[src/rtl/truth_table_scan_pkg.sv]
// truth_table_scan_pkg
// Shared definitions for the truth-table scanner:
//   scan_state_t  - scanner FSM state encoding
//   DEF_N_IN      - default width of the swept input code
//   DEF_SETTLE    - default idle cycles between driving a code and sampling
//   table_width() - number of truth-table entries for a given input width
package truth_table_scan_pkg;

    typedef enum logic [1:0] {
        ST_IDLE   = 2'd0,
        ST_SETTLE = 2'd1,
        ST_SAMPLE = 2'd2,
        ST_DONE   = 2'd3
    } scan_state_t;

    localparam int DEF_N_IN   = 4;
    localparam int DEF_SETTLE = 1;

    function automatic int table_width(input int n_in);
        return 1 << n_in;
    endfunction

endpackage

[src/rtl/scan_settle_timer.sv]
// scan_settle_timer
// Loadable down-counter that stops at zero; zero is flagged combinationally
// so the FSM can leave its wait state in the cycle the count runs out.
// Ports:
//   clk      - rising-edge clock
//   rst      - synchronous active-high reset (count cleared)
//   load     - load load_val this cycle (takes priority over counting)
//   load_val - value to load
//   zero     - count is at its terminal value
module scan_settle_timer #(
    parameter int WIDTH = 1
) (
    input  logic             clk,
    input  logic             rst,
    input  logic             load,
    input  logic [WIDTH-1:0] load_val,
    output logic             zero
);

    logic [WIDTH-1:0] cnt;

    always_ff @(posedge clk) begin
        if (rst) begin
            cnt <= '0;
        end else if (load) begin
            cnt <= load_val;
        end else if (cnt != '0) begin
            cnt <= cnt - 1'b1;
        end
    end

    assign zero = (cnt == '0);

endmodule

[src/rtl/truth_table_scan.sv]
// truth_table_scan
// Sweeps every input code through an external combinational block, waits
// SETTLE cycles per code, samples the block's result and publishes the full
// truth table plus its number of ones. Published outputs hold the previous
// result until a scan completes.
// Optional feature macro: TRUTH_TABLE_SCAN_CHECK_EN adds a compare against
// an expected table (ports expected, mismatch, mismatch_idx).
// Ports:
//   clk, rst     - clock, synchronous active-high reset
//   start        - scan request, only honoured in IDLE
//   a_out        - code currently driven to the block under scan
//   d_in         - block result for a_out
//   busy         - scan in progress
//   done         - one-cycle pulse when table_out/ones_cnt update
//   table_out    - bit i = result sampled for code i
//   ones_cnt     - number of ones in table_out
//
// state     | meaning
// ----------+-------------------------------------------------
// ST_IDLE   | waiting for start; outputs hold last result
// ST_SETTLE | code driven, settle timer running
// ST_SAMPLE | d_in captured into shadow table for current code
// ST_DONE   | shadow published, done pulse
module truth_table_scan
    import truth_table_scan_pkg::*;
#(
    parameter int N_IN   = DEF_N_IN,
    parameter int SETTLE = DEF_SETTLE
) (
    input  logic                          clk,
    input  logic                          rst,
    input  logic                          start,
    output logic [N_IN-1:0]               a_out,
    input  logic                          d_in,
    output logic                          busy,
    output logic                          done,
    output logic [table_width(N_IN)-1:0]  table_out,
    output logic [N_IN:0]                 ones_cnt
`ifdef TRUTH_TABLE_SCAN_CHECK_EN
    ,
    input  logic [table_width(N_IN)-1:0]  expected,
    output logic                          mismatch,
    output logic [N_IN-1:0]               mismatch_idx
`endif
);

    localparam int TBL_W = table_width(N_IN);
    localparam logic [N_IN:0] LAST_IDX = (N_IN + 1)'(TBL_W - 1);
    // With no settle time the FSM goes straight from one sample to the next.
    localparam scan_state_t ST_WAIT = (SETTLE == 0) ? ST_SAMPLE : ST_SETTLE;

    scan_state_t      state;
    scan_state_t      state_next;
    logic [N_IN:0]    idx;
    logic [TBL_W-1:0] shadow;
    logic [TBL_W-1:0] shadow_next;
    logic [N_IN:0]    count;
    logic [N_IN:0]    count_next;
    logic             accept;
    logic             last;
    logic             timer_load;
    logic             timer_zero;

    assign accept = (state == ST_IDLE) && start;
    assign last   = (idx == LAST_IDX);
    assign a_out  = idx[N_IN-1:0];

    always_ff @(posedge clk) begin
        if (rst) begin
            state <= ST_IDLE;
        end else begin
            state <= state_next;
        end
    end

    always_comb begin
        state_next = state;
        case (state)
            ST_IDLE:   if (start)      state_next = ST_WAIT;
            ST_SETTLE: if (timer_zero) state_next = ST_SAMPLE;
            ST_SAMPLE: state_next = last ? ST_DONE : ST_WAIT;
            ST_DONE:   state_next = ST_IDLE;
            default:   state_next = ST_IDLE;
        endcase
    end

    always_comb begin
        busy       = (state == ST_SETTLE) || (state == ST_SAMPLE);
        done       = (state == ST_DONE);
        timer_load = accept || ((state == ST_SAMPLE) && !last);
    end

    generate
        if (SETTLE == 0) begin : g_no_settle
            logic unused_timer_load;
            assign unused_timer_load = timer_load;
            assign timer_zero        = 1'b1;
        end else begin : g_settle
            localparam int TW = (SETTLE > 1) ? $clog2(SETTLE) : 1;
            scan_settle_timer #(.WIDTH(TW)) u_timer (
                .clk      (clk),
                .rst      (rst),
                .load     (timer_load),
                .load_val (TW'(SETTLE - 1)),
                .zero     (timer_zero)
            );
        end
    endgenerate

    // Shadow including the current sample, so the last code can be published
    // on the same edge that enters ST_DONE.
    always_comb begin
        shadow_next                   = shadow;
        shadow_next[idx[N_IN-1:0]]    = d_in;
        count_next                    = count + {{N_IN{1'b0}}, d_in};
    end

    always_ff @(posedge clk) begin
        if (rst) begin
            idx       <= '0;
            shadow    <= '0;
            count     <= '0;
            table_out <= '0;
            ones_cnt  <= '0;
        end else if (accept) begin
            idx    <= '0;
            shadow <= '0;
            count  <= '0;
        end else if (state == ST_SAMPLE) begin
            shadow <= shadow_next;
            count  <= count_next;
            if (last) begin
                table_out <= shadow_next;
                ones_cnt  <= count_next;
            end else begin
                idx <= idx + 1'b1;
            end
        end
    end

`ifdef TRUTH_TABLE_SCAN_CHECK_EN
    logic [TBL_W-1:0] diff;
    logic [N_IN-1:0]  first_diff;

    // Descending walk so the lowest differing code wins.
    always_comb begin
        diff       = shadow_next ^ expected;
        first_diff = '0;
        for (int i = TBL_W - 1; i >= 0; i--) begin
            if (diff[i]) first_diff = N_IN'(i);
        end
    end

    always_ff @(posedge clk) begin
        if (rst) begin
            mismatch     <= 1'b0;
            mismatch_idx <= '0;
        end else if ((state == ST_SAMPLE) && last) begin
            mismatch     <= |diff;
            mismatch_idx <= first_diff;
        end
    end
`else
    // Compare logic not built.
`endif

endmodule

[config.mk]
export PLATFORM = sky130hd
export DESIGN_NAME = truth_table_scan
export DESIGN_NICKNAME = d
export VERILOG_FILES = /design/src/rtl/truth_table_scan_pkg.sv /design/src/rtl/scan_settle_timer.sv /design/src/rtl/truth_table_scan.sv
export SDC_FILE = /design/constraint.sdc
export NUM_CORES = 1
export LEC_CHECK = 0
export BUFFER_PORTS_ARGS = -buffer_cell sky130_fd_sc_hd__buf_2
export CORE_MARGIN = 8
export CORE_UTILIZATION = 30
export DETAILED_ROUTE_END_ITERATION = 16
export PLACE_DENSITY = 0.56
export SLEW_MARGIN = 20
export SYNTH_ARGS = -nofsm -noshare
export SYNTH_HDL_FRONTEND = slang
export SYNTH_SLANG_ARGS = --single-unit
[constraint.sdc]
create_clock -name clk -period 2.2 [get_ports clk]
set_input_delay 0.22 -clock clk [delete_from_list [all_inputs] [get_ports clk]]
set_output_delay 0.22 -clock clk [all_outputs]
set_load 0.01 [all_outputs]
==> results.py <==
metrics = {
    "run_status": {
        "status": "completed",
    },
    "layout": {
        "area.growth.synth_to_final_pct": 11.6,
        "postLayoutCellArea_um2": 2740,
        "antenna_cells_inserted": 0,
        "nNetsFinal": 320,
        "final_layout_size_suffix_gt1_share_pct": 16.7,
        "layout.core_utilization_pct": 34.0,
    },
    "clock_tree": {
        "cts.repair_timing.setup_buffer_count": 0,
        "cts-buffers-inserted": 5,
        "root_buffer": "sky130_fd_sc_hd__clkbuf_8",
        "htreeDepth": 2,
        "max_root_sink_buffers": 2,
        "cts_tree": "yes",
        "cts-hold-fix-buffers": 0,
        "post_cts_resize_count": 0,
        "clock_latency_ns": 0.30,
        "clock-sinks": 50,
        "worst_setup_hold_path_clk_slew_ns": 0.09,
    },
    "floorplanning": {
        "die_w_um": 106,
        "die_h_um": 106,
        "core.rowCount": 33,
        "die-area_um2": 11300,
        "start_util_pct": 30.4,
        "boundaryPins": 31,
        "coreArea_um2": 8050,
    },
    "worst_setup_path": {
        "cp-end-kind": "flop",
        "worstPathMaxFanout": 19,
        "timing_worst_setup_path_type": "reg2reg",
        "critPathArrivalTime_ns": 2.12,
        "worst_setup_path_start_kind": "flop",
        "reg2reg_depth": 6,
        "worst_path_max_delay_cell": "sky130_fd_sc_hd__dfxtp_1",
        "cell_by_cell_trace_of_the_critical_path": "ha_1, and3_1, ha_1, nand2_1, nor2_4, a311oi_1",
        "timing.critical_path.slowest_cell_delay_ns": 0.44,
        "worst_ep_required_time_ns": 2.37,
        "worst_path_most_repeated_cell": "sky130_fd_sc_hd__ha_1",
    },
    "synthesis": {
        "synth.cell_area_um2": 2450,
        "synthDominantAreaCellType": "sky130_fd_sc_hd__dfxtp_1",
        "synth_mux_area_share_pct": 1.23,
        "syn_inst": 287,
        "synth.most_common_cell": "sky130_fd_sc_hd__dfxtp_1",
        "synth_cell_types": 30,
        "synth.top_cell.area_share_pct": 40.8,
        "synth_xor_area_share_pct": 2.86,
        "synth_simple_gate_area_share_pct": 16.7,
        "synth-warning-count": 0,
        "synth_area_leaders": "sky130_fd_sc_hd__dfxtp_1, sky130_fd_sc_hd__a21oi_1, sky130_fd_sc_hd__o21ai_0",
        "synth_enable_flop_cells": 0,
        "synth_top_family_by_area": "compound AO/OA/AOI/OAI gates",
        "synth_fa_ha_area_share_pct": 6.13,
        "synth.yosys.seq_area_share_pct": 40.8,
        "post_synth_most_frequent_cells": "sky130_fd_sc_hd__dfxtp_1, sky130_fd_sc_hd__a21oi_1, sky130_fd_sc_hd__o21ai_0",
        "postSynthRegisterBits": 50,
        "ys_async_sr_fraction_pct": 0,
        "syn_nets": 303,
        "ys_dominant_reg_cell": "sky130_fd_sc_hd__dfxtp_1",
        "post_synthesis_compound_gate_area_fraction_pct": 23.0,
        "synthesis.area_per_instance_um2": 8.54,
    },
    "timing": {
        "finalHoldWorstSlack_ns": 0.304,
        "clock-skew-final_ns": 0.00361,
        "final-max-slew-violation-count": 0,
        "timing.final.hold_violations": 0,
        "post-route-period-util_pct": 88.9,
        "setup_viol": 0,
        "timing.setup.tns_ns": 0,
        "grt_setup_unrepaired": "false",
        "finalCriticalPeriod_ns": 1.96,
        "top_achievable_clock_speed_mhz": 511,
    },
    "detailed_routing": {
        "detailedRoute.firstPassIterationCount": 4,
        "post_drt_via_cell_ratio": 5.14,
        "detailroute.via_count": 2109,
        "routedWlPerCell_um": 15.3,
        "ant_nets": 0,
        "detail_route.drc_violations": 0,
        "postRouteWirelength_um": 6270,
        "detail_route.iter0.violations": 134,
    },
    "flow_run": {
        "cap_violations": 0,
    },
    "power_and_ir_drop": {
        "powerDensity_nw_per_um2": 726,
        "ir_drop_v": 0.000287,
        "total_leakage_power_nw": 0.963,
    },
    "global_routing": {
        "initial_antenna_violation_count": 0,
        "grt_pass1_wl_um": 10400,
        "via_count_of_the_first_global_routing_pass": 1997,
        "largest_net_degree_at_the_start_of_global_routing": 33,
        "track_usage_pct": 11.3,
        "leftover_overflow_at_the_end_of_global_routing": 0,
    },
    "worst_hold_path": {
        "class_of_the_tightest_hold_or_removal_check": "in2reg",
        "min_path_cells": 3,
    },
    "place": {
        "placement.cell_area_um2": 2630,
        "place.detailed.hpwl_um": 4350,
        "place.gp.congestion": 0.774,
        "io_port_bufs": 30,
    },
}
## metrics by stage
step / power (mW) / setup WS [ns] / cells
after global placement: 1.38 / 0.355 / 402
after detailed placement: 1.38 / 0.279 / 402
after CTS: 2.01 / 0.247 / 410
final: 1.99 / 0.244 / 410
after floorplan: 1.27 / 0.537 / 287
after global routing: 2.10 / 0.0359 / 410
## power by group
| group | total, mW | internal (mW) | switching [mW] |
|---|---|---|---|
| clock | 0.631 | 0.318 | 0.313 |
| sequential | 0.955 | 0.929 | 0.0262 |
| combinational | 0.400 | 0.127 | 0.274 |
## layout make-up
cell class / count / area (um^2)
tap: 105 / 131
inverter: 9 / 33.8
clock buffer: 8 / 110
fill: 841 / 5320
timing repair buffer: 41 / 233
multi-input combinational: 197 / 1230
sequential: 50 / 1000
## final timing paths
check / start / endpoint / slack, ns
worst max-delay path: idx[0]$_SDFFE_PP0P_ / table_out[9]$_SDFFE_PP0P_ / 0.24
worst min-delay path: start / state[0]$_SDFFE_PP0P_ / 0.30
worst max register to register: idx[0]$_SDFFE_PP0P_ / table_out[9]$_SDFFE_PP0P_ / 0.24
worst min register to register: shadow[5]$_SDFFE_PP0P_ / shadow[5]$_SDFFE_PP0P_ / 0.48
## critical path, delay by kind of cell (launching register included)
kind	cells	cell delay, ns
adders and majority gates	2	0.46
and+or+nand+nor	3	0.75
DFF	1	0.44
AOI/OAI and AO/OA	1	0.16
## cell usage in the layout (no fill, tap or decap), types with 2 or more instances in the layout
cell type / count
sky130_fd_sc_hd__buf_2: 30
sky130_fd_sc_hd__dfxtp_1: 50
sky130_fd_sc_hd__nand2b_1: 5
sky130_fd_sc_hd__xor2_1: 6
sky130_fd_sc_hd__nand2_1: 11
sky130_fd_sc_hd__o21ai_0: 34
sky130_fd_sc_hd__inv_1: 9
sky130_fd_sc_hd__a21oi_1: 41
sky130_fd_sc_hd__ha_1: 12
sky130_fd_sc_hd__buf_4: 11
sky130_fd_sc_hd__and2_1: 3
sky130_fd_sc_hd__nand4_1: 18
sky130_fd_sc_hd__a311oi_1: 16
sky130_fd_sc_hd__clkbuf_8: 8
sky130_fd_sc_hd__nand3_1: 21
sky130_fd_sc_hd__mux2i_1: 3
sky130_fd_sc_hd__a211oi_1: 5
sky130_fd_sc_hd__and2b_1: 3
sky130_fd_sc_hd__nor2_1: 9
sky130_fd_sc_hd__xnor2_1: 2
## registers in the layout, summed over array words and instances, names as in the netlist
register,flops
count,5
shadow,16
idx,5
g_settle.u_timer.cnt,1
ones_cnt,5
table_out,16
state,2
## logic make-up (layout without fill, tap and decap cells)
kind of cell / count (synthesis) / after routing
xor+xnor: 8 / 8
compound gates: 97 / 97
mux: 3 / 3
other cells: 1 / 1
buf+inv: 40 / 58
simple gates: 76 / 76
fa+ha+maj: 12 / 12
flops: 50 / 50
## layer usage
metal | GRT usage [%] | part of all wire, % | up-vias
met2 | 17.2 | 45 | 48
li1 | - | - | 1059
met4 | 4.02 | 1.4 | 0
met1 | 14.9 | 48 | 997
met5 | 0 | 0 | -
met3 | 2.96 | 6.3 | 5
No activity file was read; power rests on OpenSTA's default activity.
